### src/rtl/dff_pipeline_pkg.sv
// Shared constants, count-width helper and stage record for the dff_pipeline delay line.
package dff_pipeline_pkg;

    localparam int unsigned DEF_WIDTH = 8;
    localparam int unsigned DEF_DEPTH = 4;

    function automatic int unsigned cnt_w(input int unsigned depth);
        return $clog2(depth + 1);
    endfunction

    // Stage record at the default word width
    typedef struct packed {
        logic                 valid;
        logic [DEF_WIDTH-1:0] data;
    } stage_t;

endpackage

### src/rtl/dff_pipeline_if.sv
// Valid/ready bus of the dff_pipeline: upstream side, downstream side and occupancy count.
interface dff_pipeline_if
    import dff_pipeline_pkg::*;
#(
    parameter int unsigned WIDTH = DEF_WIDTH,
    parameter int unsigned DEPTH = DEF_DEPTH
);

    logic                     in_valid;
    logic [WIDTH-1:0]         in_data;
    logic                     in_ready;
    logic                     out_valid;
    logic [WIDTH-1:0]         out_data;
    logic                     out_ready;
    logic [cnt_w(DEPTH)-1:0]  count;

    modport master (
        output in_valid, in_data, out_ready,
        input  in_ready, out_valid, out_data, count
    );

    modport slave (
        input  in_valid, in_data, out_ready,
        output in_ready, out_valid, out_data, count
    );

endinterface

### src/rtl/dff_pipe_stage.sv
// One pipeline stage: valid bit plus data register; data loads only when a valid word arrives.
module dff_pipe_stage #(
    parameter int unsigned      WIDTH      = 8,
    parameter logic [WIDTH-1:0] RESET_DATA = '0
) (
    input  logic             clk,
    input  logic             rst_n,
    input  logic             i_clr,
    input  logic             i_mv,
    input  logic             i_prev_valid,
    input  logic [WIDTH-1:0] i_prev_data,
    output logic             o_valid,
    output logic [WIDTH-1:0] o_data
);

    logic             r_valid;
    logic [WIDTH-1:0] r_data;

    always_ff @(posedge clk) begin
        if (!rst_n) begin
            r_valid <= 1'b0;
            r_data  <= RESET_DATA;
        end else if (i_clr) begin
            r_valid <= 1'b0;
        end else if (i_mv) begin
            r_valid <= i_prev_valid;
            // A bubble moving in leaves the data register untouched
            if (i_prev_valid)
                r_data <= i_prev_data;
        end
    end

    assign o_valid = r_valid;
    assign o_data  = r_data;

endmodule

### src/rtl/dff_pipeline.sv
// DEPTH-stage, WIDTH-bit registered delay line with valid/ready handshake on both ends.
// Optional synchronous clear of all valid bits via port flush when DFF_PIPELINE_FLUSH_EN is defined.
module dff_pipeline
    import dff_pipeline_pkg::*;
#(
    parameter int unsigned      WIDTH      = DEF_WIDTH,
    parameter int unsigned      DEPTH      = DEF_DEPTH,
    parameter logic [WIDTH-1:0] RESET_DATA = '0
) (
    input  logic            clk,
    input  logic            rst_n,
`ifdef DFF_PIPELINE_FLUSH_EN
    input  logic            flush,
`endif
    dff_pipeline_if.slave   bus
);

    localparam int unsigned CW = cnt_w(DEPTH);

    logic [DEPTH-1:0] w_v;
    logic [WIDTH-1:0] w_d [DEPTH];
    logic [DEPTH-1:0] w_mv;
    logic             w_flush;
    logic             w_in_xfer;
    logic             w_out_xfer;
    logic [CW-1:0]    r_count;

`ifdef DFF_PIPELINE_FLUSH_EN
    assign w_flush = flush;
`else
    assign w_flush = 1'b0;
`endif

    // mv[i] = !v[i] | mv[i+1] unrolled: a stage may move unless it and every stage ahead are full and stalled
    always_comb begin
        logic w_tail_full;
        w_mv        = '0;
        w_tail_full = 1'b1;
        for (int unsigned j = 0; j < DEPTH; j++) begin
            w_tail_full             = w_tail_full & w_v[DEPTH-1-j];
            w_mv[DEPTH-1-j]         = !w_tail_full | bus.out_ready;
        end
    end

    for (genvar g = 0; g < DEPTH; g++) begin : g_stage
        logic             w_pv;
        logic [WIDTH-1:0] w_pd;

        if (g == 0) begin : g_head
            assign w_pv = bus.in_valid;
            assign w_pd = bus.in_data;
        end else begin : g_body
            assign w_pv = w_v[g-1];
            assign w_pd = w_d[g-1];
        end

        dff_pipe_stage #(
            .WIDTH      (WIDTH),
            .RESET_DATA (RESET_DATA)
        ) u_stage (
            .clk          (clk),
            .rst_n        (rst_n),
            .i_clr        (w_flush),
            .i_mv         (w_mv[g]),
            .i_prev_valid (w_pv),
            .i_prev_data  (w_pd),
            .o_valid      (w_v[g]),
            .o_data       (w_d[g])
        );
    end

    assign bus.in_ready  = w_mv[0] & rst_n & !w_flush;
    assign bus.out_valid = w_v[DEPTH-1];
    assign bus.out_data  = w_d[DEPTH-1];
    assign bus.count     = r_count;

    assign w_in_xfer  = bus.in_valid & bus.in_ready;
    assign w_out_xfer = bus.out_valid & bus.out_ready & !w_flush;

    always_ff @(posedge clk) begin
        if (!rst_n || w_flush)
            r_count <= '0;
        else if (w_in_xfer && !w_out_xfer)
            r_count <= r_count + 1'b1;
        else if (w_out_xfer && !w_in_xfer)
            r_count <= r_count - 1'b1;
    end

endmodule

### src/flat_wrapper.sv
// flat-port wrapper written by rule: the top's interface ports become plain ports
module dff_pipeline_flat import dff_pipeline_pkg::*;
#(
    parameter int unsigned      WIDTH      = DEF_WIDTH,
    parameter int unsigned      DEPTH      = DEF_DEPTH,
    parameter logic [WIDTH-1:0] RESET_DATA = '0
)
  (clk, rst_n, bus_in_valid, bus_in_data, bus_out_ready, bus_in_ready, bus_out_valid, bus_out_data, bus_count);
  dff_pipeline_if #(.WIDTH(WIDTH), .DEPTH(DEPTH)) bus_i ();
  input  logic clk;
  input  logic rst_n;
  input wire logic [$bits(bus_i.in_valid)-1:0] bus_in_valid;
  input wire logic [$bits(bus_i.in_data)-1:0] bus_in_data;
  input wire logic [$bits(bus_i.out_ready)-1:0] bus_out_ready;
  output wire logic [$bits(bus_i.in_ready)-1:0] bus_in_ready;
  output wire logic [$bits(bus_i.out_valid)-1:0] bus_out_valid;
  output wire logic [$bits(bus_i.out_data)-1:0] bus_out_data;
  output wire logic [$bits(bus_i.count)-1:0] bus_count;
  assign bus_i.in_valid = bus_in_valid;
  assign bus_i.in_data = bus_in_data;
  assign bus_i.out_ready = bus_out_ready;
  assign bus_in_ready = bus_i.in_ready;
  assign bus_out_valid = bus_i.out_valid;
  assign bus_out_data = bus_i.out_data;
  assign bus_count = bus_i.count;
  dff_pipeline #(.WIDTH(WIDTH), .DEPTH(DEPTH), .RESET_DATA(RESET_DATA)) u_core (.clk(clk), .rst_n(rst_n), .bus(bus_i));
endmodule
### config.mk
export PLATFORM = sky130hd
export DESIGN_NAME = dff_pipeline_flat
export DESIGN_NICKNAME = d
export VERILOG_FILES = /design/src/rtl/dff_pipeline_pkg.sv /design/src/rtl/dff_pipeline_if.sv /design/src/rtl/dff_pipe_stage.sv /design/src/rtl/dff_pipeline.sv /design/src/flat_wrapper.sv
export SDC_FILE = /design/constraint.sdc
export NUM_CORES = 1
export LEC_CHECK = 0
export BUFFER_PORTS_ARGS = -buffer_cell sky130_fd_sc_hd__buf_2
export CAP_MARGIN = 40
export CORE_MARGIN = 2
export CORE_UTILIZATION = 55
export DETAILED_ROUTE_END_ITERATION = 10
export PLACE_DENSITY = 0.84
export SETUP_SLACK_MARGIN = 0.4
export SKIP_LAST_GASP = 1
export SLEW_MARGIN = 20
export SYNTH_ARGS = -nofsm -noshare
export SYNTH_HDL_FRONTEND = slang
export SYNTH_SLANG_ARGS = --single-unit
### constraint.sdc
create_clock -name clk -period 3.1 [get_ports clk]
set_input_delay 0.155 -clock clk [delete_from_list [all_inputs] [get_ports clk]]
set_output_delay 0.155 -clock clk [all_outputs]
set_load 0.01 [all_outputs]
### Word level (Yosys, flattened, before mapping)

Index checks and enable logic that the tools add are counted.

* register bits: 39
* latch bits: 0
* bits in writable memories: 0
* bits in read-only memories: 0
* input port bits: 12
* output and inout port bits: 13
* logic and storage cells: 36
* memories kept: 0

* add/subtract/negate cells: 2
* multiply operators: 0
* div/mod/pow operators: 0
* $lt $le $gt $ge: 0
* equality and inequality tests: 0
* shift-type cells: 0
* muxes and demuxes: 2
* bitwise operators: 10
* reductions and logical operators: 13

Operators by type and width (number)
* $reduce_and A2 Y1: 4
* $and A1 B1 Y1: 6
* $logic_not A1 Y1: 6
* $mux W3: 2
* $or A1 B1 Y1: 4
* $add A3 B1 Y3 const B: 1
* $sub A3 B1 Y3 const B: 1
* $logic_and A1 B1 Y1: 2
* $reduce_bool A2 Y1: 1

### Depth between registers and ports, before layout

Gate-level depths: netlist of the first run.

* depth in word-level cells: 11
* gate-level depth with buffers: 10
* gate-level depth less buffers: 9

### Modules after synthesis

A second synthesis of the first run with hierarchy kept.

* cells, all modules: 179
* area total of the unflattened synthesis: 1682.9 sq um

Modules (own cells, without submodules)
* dff_pipe_stage: instances 4, cells an instance 39, area each 370.4 sq um, seq. area each 180.2 sq um
* dff_pipeline: instances 1, cells an instance 23, area each 201.4 sq um, seq. area each 60.1 sq um

### Worst setup path after synthesis of the first run

No wires, ideal clock.

* kind: flip-flop to flip-flop
* start: reg u_core.g_stage[2].u_stage.r_valid
* end: reg u_core.r_count[2], in the netlist u_core.bus.count[2]
* library setup time: 0.070 ns
* data arrival time: 2.263 ns
* data required time: 3.030 ns
* slack: 0.767 ns
* cell stages (with the launch flop): 11
* period minus slack after synthesis: 2.333 ns
* cell sequence: dfxtp_1 -> buf_4 -> and4b_1 -> a21oi_1 -> and2_1 -> ha_1 -> inv_1 -> fa_1 -> xor2_1 -> or3_1 -> a21oi_1

* longest elaborated chain between the ends: 10

RTL lines
* start: declaration: line dff_pipe_stage.sv:16 `logic r_valid;`
* start signal: assignment: line dff_pipe_stage.sv:26 `r_valid <= i_prev_valid;`
* $and A1 B1 Y1 (*) (3 in a row): line dff_pipeline.sv:40 `w_tail_full = w_tail_full & w_v[DEPTH-1-j];`
* $logic_not A1 Y1 (*): line dff_pipeline.sv:41 `w_mv[DEPTH-1-j] = !w_tail_full | bus.out_ready;`
* $or A1 B1 Y1 (*): line dff_pipeline.sv:41
* $and A1 B1 Y1 (*): line dff_pipeline.sv:72 `assign bus.in_ready = w_mv[0] & rst_n & !w_flush;`
* via bus_in_ready: line flat_wrapper.sv:15 `output wire logic [$bits(bus_i.in_ready)-1:0] bus_in_ready;`
* $and A1 B1 Y1 (*): line dff_pipeline.sv:77 `assign w_in_xfer = bus.in_valid & bus.in_ready;`
* $logic_not A1 Y1: line dff_pipeline.sv:85 `else if (w_out_xfer && !w_in_xfer)`
* $logic_and A1 B1 Y1: line dff_pipeline.sv:85
* $reduce_bool A2 Y1 (no source line)
* end signal: assignment: line dff_pipeline.sv:84 `r_count <= r_count + 1'b1;`
* end signal: assignment: line dff_pipeline.sv:86 `r_count <= r_count - 1'b1;`
* end: declaration: line dff_pipeline.sv:26 `logic [CW-1:0] r_count;`

The timed path passes the listed nets; every way through them passes the cells marked *.
A chain may end at the register's enable or synchronous reset.

### Worst setup path in the final report of the first run

* start: reg u_core.g_stage[2].u_stage.r_valid
* end: reg u_core.r_count[2], in the netlist u_core.bus.count[2]

* longest elaborated chain between the ends: 10

RTL lines (line)
* $and A1 B1 Y1 (*) (3 in a row): dff_pipeline.sv:40
* $logic_not A1 Y1 (*): dff_pipeline.sv:41
* $or A1 B1 Y1 (*): dff_pipeline.sv:41
* $and A1 B1 Y1 (*): dff_pipeline.sv:72
* $and A1 B1 Y1 (*): dff_pipeline.sv:77
* $logic_not A1 Y1: dff_pipeline.sv:85
* $logic_and A1 B1 Y1: dff_pipeline.sv:85
* $reduce_bool A2 Y1 (no source line)

Every way passes the cells marked *; elsewhere a longest branch is shown, timed or not.

==> impl_metrics.toml, run 1 <==
[critical_path]
worstSetupEndpointType = "register"
r2r_cells = 9
worstSetupPathType = "reg -> reg"
start_kind = "register"
cp.arrival_ns = 2.77
crit_path_max_fanout = 12
r2r_start = "u_core.g_stage[2].u_stage.o_valid"
r2r_end = "u_core.bus.count[2]"
reg2reg_slack_ns = 0.62
cp_data_required_time_ns = 3.39

[pwr]
irDropWorstVdd_mv = 0.285
fin_total_pwr_mw = 0.959
leakage_nw = 0.818
p_per_area_nw_per_um2 = 517

[detailed_routing]
drcViolationCount = 0
num_vias = 1420
wl_um = 3050
drt_iter0_drc = 58
antenna_left = 0
dr.pass1.iters = 4
viasPerCell = 5.92
avgRoutedWirePerCell_um = 12.7

[worst_hold_path]
min_path_type = "in -> reg"
worstHoldStart = "bus_in_data[0]"
hold_end = "u_core.g_stage[0].u_stage.o_data[0]"
hold_depth = 3

[yosys]
synthesis.nets = 203
synth.area.mux_share_pct = 5.36
synth-adder-area-share_pct = 1.93
synth_top_area_share_pct = 46.4
synth.most_common_cell = "dfxtp_1"
synth_top_family_by_area = "simple AND/OR/NAND/NOR gates"
ys_seq_area_share_pct = 46.4
syn_inst = 189
synth_top_area_cell = "dfxtp_1"
synthTopCellsByArea = "dfxtp_1 (46%), nand4_1 (8.9%), mux2i_1 (5.4%), nand3_1 (4.8%), o21ai_1 (4.8%)"
ys_warn_count = 0
synth.lib_cells_used.distinct = 29
synth_ff_type = "dfxtp_1"
synthTopCellsByCount = "dfxtp_1 (39), nand4_1 (24), nand2_1 (17), nand3_1 (16), o21ai_1 (16)"
syn_area_per_cell_um2 = 8.90
synthArstFlopShare_pct = 0
synth_seq_cells = 39
synth_compound_area_share_pct = 12.9
synth-simple-area-share_pct = 26.9
netlist_area_um2 = 1680
synth_edf_count = 0
synth_xor_area_share_pct = 1.04

[clock_network]
cts_buffers = 5
ctsRootBufferMaster = "clkbuf_4"
clockBufferDepth = 2
clock_latency_ns = 0.34
h-tree-depth = 2
cts_setup_buffers = 0
path_clk_slew_ns = 0.12
post_cts_resized = 0
clkSinkCount = 39
cts_tree = "yes"
cts-hold-fix-buffers = 0

[layout]
fin_nets = 220
syn2layout_area_growth_pct = 10.3
finish.utilization_pct = 62.3
drive_above_1_share_pct = 17.9
n_antenna_cell = 0

[placed_design]
portBuffers = 24
routabilityCongestion = 0.865
hpwl_um = 2050

[floorplan]
dieWidth_um = 59.3
core_um2 = 2980
start_util_pct = 56.5
die_y_um = 59.3
rows = 20
pin_count = 25
die_area_um2 = 3520

[timing]
fmax_mhz = 403
tns_ns = 0
fin_crit_sh_pct = 80.1
slew_violations = 0
period_minus_slack_ns = 2.48
fin_skew_ns = 0.0102
tightest_slew_ns = 0.671
slew_headroom_pct = 55.2
rsz0062_at_grt = "no"
setup_viol = 0
finalHoldViolations = 0
holdWs_ns = 0.0481

[outcome]
status = "completed"

[global_route]
groute.usage.overall_pct = 19.3
antenna_found_initial = 0
grt_overflow = 0
grt_first_pass_wirelength_um = 5110
grt_max_degree = 51
grt_pass1_vias = 1172

[flow_run]
drv_cap = 0
## cells by family after synthesis
family | after synthesis
DFF | 39
adders and majority gates | 2
AOI/OAI and AO/OA | 39
buffers and inverters | 19
and+or+nand+nor | 79
muxes | 9
xor gates and xnor gates | 2
## power breakdown
part | total, mW | switching (mW) | internal [mW]
registers | 0.540 | 0.0182 | 0.521
clock network | 0.339 | 0.169 | 0.170
logic | 0.0807 | 0.0465 | 0.0342
## state kept, by name (all words and copies together) (netlist names)
signal / flops
u_core.bus.count: 3
u_core.g_stage.u_stage.o_data: 32
u_core.g_stage.u_stage.o_valid: 4
## critical path, stage by stage (launching register included)
cell	delay (ns)
dfxtp_1	0.45
and4b_1	0.38
a21oi_1	0.23
and2_1	0.15
ha_1	0.17
inv_1	0.06
fa_1	0.37
xor2_1	0.18
or3_1	0.31
a21oi_1	0.14
## per-layer routing
layer | part of all wire [%] | GRT usage (%) | wire length (um) | vias to the layer above
li1 | - | - | - | 728
met1 | 49 | 26.3 | 1480 | 651
met4 | 2.5 | 9.42 | 75 | 0
met5 | 0 | 0 | 0 | -
met2 | 44 | 27.3 | 1340 | 31
met3 | 5.0 | 6.33 | 152 | 10
## worst max-delay path by stage
stage / endpoint / slack (ns) / startpoint
2_1_floorplan: u_core.bus.count[2] / 0.77 / u_core.g_stage[2].u_stage.o_valid
3_3_place_gp: u_core.bus.count[2] / 0.73 / u_core.g_stage[2].u_stage.o_valid
3_5_place_dp: u_core.bus.count[2] / 0.65 / u_core.g_stage[2].u_stage.o_valid
4_1_cts: u_core.bus.count[2] / 0.61 / u_core.g_stage[2].u_stage.o_valid
5_1_grt: u_core.bus.count[2] / 0.43 / u_core.g_stage[2].u_stage.o_valid
6_report: u_core.bus.count[2] / 0.62 / u_core.g_stage[2].u_stage.o_valid
## metrics by stage
stage          cell area (um^2)  setup slack (ns)  std cells
2_1_floorplan              1680             0.767        189
3_3_place_gp               1770             0.734        232
3_5_place_dp               1770             0.655        232
4_1_cts                    1850             0.613        240
5_1_grt                    1850             0.426        240
6_report                   1850             0.617        240
## cell usage in the layout, fill, tap and decap left out, types with 5 or more instances in the layout
cell type / netlist / final
o21ai_1: 16 / 16
buf_2: 5 / 24
a21oi_1: 13 / 13
nand3_1: 16 / 16
nand4_1: 24 / 24
a31oi_1: 8 / 8
nand2_1: 17 / 17
clkbuf_4: 0 / 5
and3b_1: 7 / 7
nor2_1: 6 / 6
mux2i_1: 9 / 9
dfxtp_1: 39 / 39
## final cells by class
| cell class | count | area [um^2] |
|---|---|---|
| clock buffers | 5 | 37.5 |
| clock inverters | 3 | 43.8 |
| fillers | 272 | 1120 |
| inverters | 4 | 15.0 |
| multi-input cells | 131 | 808 |
| flip-flops and latches | 39 | 781 |
| well taps | 33 | 41.3 |
| repair buffers | 25 | 128 |
Note: power is estimated with default switching activity, not from simulation.
==> run 2: changes to the inputs <==
--- a/config.mk
+++ b/config.mk
@@ -5,12 +5,13 @@
 export SDC_FILE = /design/constraint.sdc
 export NUM_CORES = 1
 export LEC_CHECK = 0
+export ABC_AREA = 1
 export BUFFER_PORTS_ARGS = -buffer_cell sky130_fd_sc_hd__buf_2
 export CAP_MARGIN = 40
 export CORE_MARGIN = 2
 export CORE_UTILIZATION = 55
 export DETAILED_ROUTE_END_ITERATION = 10
-export PLACE_DENSITY = 0.84
+export PLACE_DENSITY = 0.85
 export SETUP_SLACK_MARGIN = 0.4
 export SKIP_LAST_GASP = 1
 export SLEW_MARGIN = 20
==> constraint.sdc (replaced) <==
create_clock -name clk -period 2.5 [get_ports clk]
set_input_delay 0.125 -clock clk [delete_from_list [all_inputs] [get_ports clk]]
set_output_delay 0.125 -clock clk [all_outputs]
set_load 0.01 [all_outputs]
==> run 2 against run 1 <==
Against the previous run: register-to-register slack barely moved; setup slack got worse by 0.014 ns; core utilization rose by 2.7 points; clock-buffer cell count did not move; first-iteration DRC count fell by 76%; critical endpoint is now u_core.bus.count[1]; largest cell class is now sequential cells.
==> impl_metrics.toml, run 2 <==
[outcome]
status = "completed"

[yosys]
synth_edf_count = 0
synthesis.nets = 221
synth_seq_cells = 39
synth-adder-area-share_pct = 2.03
synth.area.mux_share_pct = 0
synthTopCellsByArea = "dfxtp_1 (49%), nor2_1 (14%), o21ai_0 (5.9%), nand2_1 (5.1%), a21oi_2 (4.9%)"
synthTopCellsByCount = "nor2_1 (62), dfxtp_1 (39), nand2_1 (22), o21ai_0 (19), inv_1 (17)"
synth_compound_area_share_pct = 12.7
synth_ff_type = "dfxtp_1"
syn_area_per_cell_um2 = 7.76
synthArstFlopShare_pct = 0
synth.lib_cells_used.distinct = 19
synth.most_common_cell = "nor2_1"
ys_seq_area_share_pct = 48.6
synth_top_family_by_area = "simple AND/OR/NAND/NOR gates"
synth_top_area_share_pct = 48.6
synth-simple-area-share_pct = 29.9
synth_top_area_cell = "dfxtp_1"
syn_inst = 207
ys_warn_count = 0
netlist_area_um2 = 1610
synth_xor_area_share_pct = 0

[pwr]
internal-power_mw = 0.815
p_switching_mw = 0.293
leakage_nw = 0.849
irDropWorstVdd_mv = 0.555
fin_total_pwr_mw = 1.11
swShare_pct = 26.4
seq_power_share_pct = 61.4
clockPowerShare_pct = 27.7
power_frac_comb_pct = 11.0
p_per_area_nw_per_um2 = 618

[detailed_routing]
drt_iter0_drc = 14
viasPerCell = 4.88
avgRoutedWirePerCell_um = 9.66
num_vias = 1288
wl_um = 2550
dr.pass1.iters = 3
drcViolationCount = 0
antenna_left = 0

[floorplan]
core_um2 = 2760
start_util_pct = 58.2
dieWidth_um = 58.0
rows = 19
pin_count = 25
die_y_um = 58.0
die_area_um2 = 3370

[timing]
slew_headroom_pct = 75.9
fmax_mhz = 527
rsz0062_at_grt = "no"
tightest_slew_ns = 0.362
setup_viol = 0
period_minus_slack_ns = 1.90
finalHoldViolations = 0
fin_skew_ns = 0.00703
slew_violations = 0
tns_ns = 0
fin_crit_sh_pct = 75.9

[flow_run]
drv_cap = 0

[critical_path]
path_cells = "nand2_2 -> nor2_4 -> nand3_4 -> nand2_1 -> nor2_2 -> ha_1 -> inv_1 -> fa_1 -> o21ai_0 -> nor2_1"
crit_path_max_fanout = 3
worstSetupEndpointType = "register"
slowest_delay_ns = 0.41
start_kind = "register"
cpMaxStageDelayCell = "fa_1"
cp_data_required_time_ns = 2.75
cp.arrival_ns = 2.15
worstSetupPathType = "reg -> reg"

[clock_network]
ctsRootBufferMaster = "clkbuf_4"
cts-hold-fix-buffers = 0
cts_buffers = 5
clkSinkCount = 39
clock_latency_ns = 0.35
cts_tree = "yes"
clockBufferDepth = 2
h-tree-depth = 2
path_clk_slew_ns = 0.11

[placed_design]
portBuffers = 24
routabilityCongestion = 0.749
hpwl_um = 1830

[global_route]
grt_first_pass_wirelength_um = 4550
grt_util_met3_pct = 6.03
grt_use_met1_pct = 20.3
antenna_found_initial = 0
grt_max_degree = 36
grt_overflow = 0
grt-busiest-layer = "met2"
met2_usage_pct = 30.0
groute.usage.overall_pct = 17.6
grt_pass1_vias = 1144

[layout]
fin_nets = 246
n_antenna_cell = 0
final_common_cell = "nor2_1"
drive_above_1_share_pct = 22.3
final_cell_mix = "nor2_1 (61), dfxtp_1 (37), buf_2 (24)"
largest_reg_flops = 32
fillCellCount = 264
syn2layout_area_growth_pct = 11.6

[worst_hold_path]
min_path_type = "in -> reg"
run 2: final cells by class:
| type | instances | area [um^2] | area share, % |
|---|---|---|---|
| clock buffers | 5 | 37.5 | 2.09 |
| clock inverters | 3 | 15.0 | 0.838 |
| inverters | 17 | 63.8 | 3.56 |
| multi-input cells | 143 | 718 | 40.1 |
| flip-flops and latches | 39 | 783 | 43.7 |
| well taps | 31 | 38.8 | 2.16 |
| repair buffers | 26 | 135 | 7.54 |
run 2: metrics by stage:
step                      util (%)  area (um^2)  instances  setup WS [ns]  hold WS (ns)
after floorplan                  -         1610        207          0.452         0.322
after global placement        62.6         1730        255          0.436         0.439
after detailed placement      62.6         1730        255          0.312         0.453
after CTS                     64.8         1790        264          0.544        0.0794
after global routing          65.0         1790        264          0.414         0.100
final                         65.0         1790        264          0.602        0.0821
run 2: kinds of logic (layout without fill, tap and decap cells):
kind of cell    after synthesis  count (layout)
buf+inv                      25              51
simple gates                107             107
flops                        39              39
compound gates               34              34
fa+ha+maj                     2               2
run 2: path summary, 6_finish.rpt:
kind	start	end	slack, ns	cells after the start
setup / recovery	u_core.g_stage[2].u_stage.o_valid	u_core.bus.count[1]	0.60	10
setup reg to reg	u_core.g_stage[2].u_stage.o_valid	u_core.bus.count[1]	0.60	10
hold reg to reg	u_core.g_stage[3].u_stage.o_data[4]	u_core.g_stage[3].u_stage.o_data[4]	0.49	2
hold / removal	bus_in_data[1]	u_core.g_stage[0].u_stage.o_data[1]	0.08	5
run 2: power by group through the flow:
stage                     Sequential, mW  Combinational, mW  Clock (mW)
after global placement             0.692              0.119           0
after CTS                          0.680              0.123       0.317
final                              0.680              0.121       0.307
after floorplan                    0.693             0.0897           0
after global routing               0.685              0.144       0.339
after detailed placement           0.694              0.123           0
run 2: layer usage:
layer / up-vias / wire (um)
li1: 703 / -
met1: 556 / 1170
met2: 23 / 1220
met3: 6 / 114
met4: 0 / 54
met5: - / 0
run 2: critical path, delay by kind of cell, from the launching register on:
family                     cells  cell delay (ns)
DFF                            1             0.39
buffers and inverters          1             0.09
adders and majority gates      2             0.60
AOI/OAI and AO/OA              1             0.18
and+or+nand+nor                6             0.54
run 2: repair_timing:
item,CTS,global route
buffers inserted,1,0
setup endpoints to repair,1,2
resized for setup,0,3
==> run 3: changes to the inputs <==
==> constraint.sdc (replaced) <==
create_clock -name clk -period 2 [get_ports clk]
set_input_delay 0.1 -clock clk [delete_from_list [all_inputs] [get_ports clk]]
set_output_delay 0.1 -clock clk [all_outputs]
set_load 0.01 [all_outputs]
==> run 3 against run 2 <==
Against the previous run: first-iteration DRC count decreased by 21%; fmax increased by 11%; register-to-register slack got worse by 0.32 ns; largest cell class unchanged; non-clock buffer count increased by 8; global-route usage increased by 1.2 points; clock power increased by 34%; sequential power increased by 24%; die area unchanged.
==> impl_metrics.toml, run 3 (synthesized netlist as in run 2, its figures left out) <==
[clock_network]
path_clk_slew_ns = 0.11
cts-hold-fix-buffers = 0
ctsRootBufferMaster = "clkbuf_4"
cts_buffers = 5
cts_tree = "yes"
clock_latency_ns = 0.34
clkSinkCount = 39
h-tree-depth = 2
clockBufferDepth = 2

[layout]
fin_nets = 254
drive_above_1_share_pct = 27.4
largest_reg_flops = 32
final_common_cell = "nor2_1"
syn2layout_area_growth_pct = 17.8
n_antenna_cell = 0
final_cell_mix = "nor2_1 (61), dfxtp_1 (37), buf_2 (24)"
finish.utilization_pct = 68.6

[global_route]
groute.usage.overall_pct = 18.8
grt_max_degree = 36
grt_first_pass_wirelength_um = 4820
met2_usage_pct = 33.1
grt_util_met3_pct = 6.25
grt_pass1_vias = 1194
grt-busiest-layer = "met2"
grt_overflow = 0
antenna_found_initial = 0
grt_use_met1_pct = 20.8

[timing]
slew_headroom_pct = 80.3
setup_viol = 0
finalHoldViolations = 0
tns_ns = 0
rsz0062_at_grt = "yes"
holdWs_ns = 0.0689
fin_crit_sh_pct = 85.6
slew_violations = 0
period_minus_slack_ns = 1.71
tightest_slew_ns = 0.295
fin_skew_ns = 0.00966
setup_slack_ns = 0.287
fmax_mhz = 584

[pwr]
p_per_area_nw_per_um2 = 758
leakage_nw = 0.905
fin_total_pwr_mw = 1.43
irDropWorstVdd_mv = 0.610

[critical_path]
r2r_start = "u_core.g_stage[2].u_stage.o_valid"
crit_path_max_fanout = 2
crit_start = "u_core.g_stage[2].u_stage.o_valid"
cp.arrival_ns = 1.96
r2r_cells = 10
start_kind = "register"
worstSetupPathType = "reg -> reg"
cp_data_required_time_ns = 2.25
reg2reg_slack_ns = 0.29
endpoint = "u_core.bus.count[1]"
worstSetupEndpointType = "register"
r2r_end = "u_core.bus.count[1]"

[floorplan]
start_util_pct = 58.2
dieWidth_um = 58.0
die_area_um2 = 3370
pin_count = 25
core_um2 = 2760
die_y_um = 58.0
rows = 19

[detailed_routing]
drcViolationCount = 0
avgRoutedWirePerCell_um = 10.1
antenna_left = 0
viasPerCell = 4.77
wl_um = 2760
dr.pass1.iters = 4
num_vias = 1298
drt_iter0_drc = 11

[worst_hold_path]
hold_depth = 5
worstHoldStart = "bus_in_data[4]"
min_path_type = "in -> reg"

[placed_design]
dpl_worst_slack_ns = 0.188
portBuffers = 24
routabilityCongestion = 0.759
hpwl_um = 1840

[flow_run]
drv_cap = 0

[outcome]
status = "completed"
==> run 3: layout make-up <==
type,instances,area [um^2]
Inverter,17,63.8
Timing Repair Buffer,34,195
Fill cell,243,867
Tap cell,31,38.8
Multi-Input combinational cell,143,747
Clock buffer,7,55.1
Sequential cell,39,786
Clock inverter,1,5.00
==> run 3: layer usage <==
layer,wire length (um),part of all wire (%),vias to the layer above
met3,119,4.3,7
met1,1260,45,549
met2,1330,48,23
met4,51,1.8,0
li1,-,-,719
met5,0,0,-
==> run 3: through the flow <==
step	cells	instance area, um^2
global placement	258	1770
CTS	271	1880
detailed placement	258	1770
global route	272	1890
floorplan	207	1630
finish	272	1890
==> run 3: worst min path at each step <==
stage                                          endpoint  slack [ns]
floorplan             u_core.g_stage[3].u_stage.o_valid        0.29
global placement      u_core.g_stage[0].u_stage.o_valid        0.39
detailed placement    u_core.g_stage[0].u_stage.o_valid        0.39
CTS                 u_core.g_stage[0].u_stage.o_data[4]        0.05
global route        u_core.g_stage[0].u_stage.o_data[6]        0.07
finish              u_core.g_stage[0].u_stage.o_data[4]        0.07
==> run 3: repair_timing <==
action	4_1_cts	5_1_grt
setup endpoints to repair	3	3
gates resized for setup	4	2
setup buffers	5	1
pin swaps	8	5
==> run 3: power breakdown <==
part,switching [mW],internal (mW)
clock,0.240,0.170
combinational,0.0966,0.0800
sequential,0.0257,0.820
total,0.362,1.07
==> run 3: worst max-delay path, cell delays in order, from the launching register on <==
cell	delay, ns
dfxtp_2	0.38
nand2_4	0.06
nor2_4	0.12
nand3_4	0.09
nand2_4	0.07
nor2_2	0.04
ha_2	0.17
inv_2	0.06
fa_2	0.44
o21ai_2	0.13
nor2_1	0.05
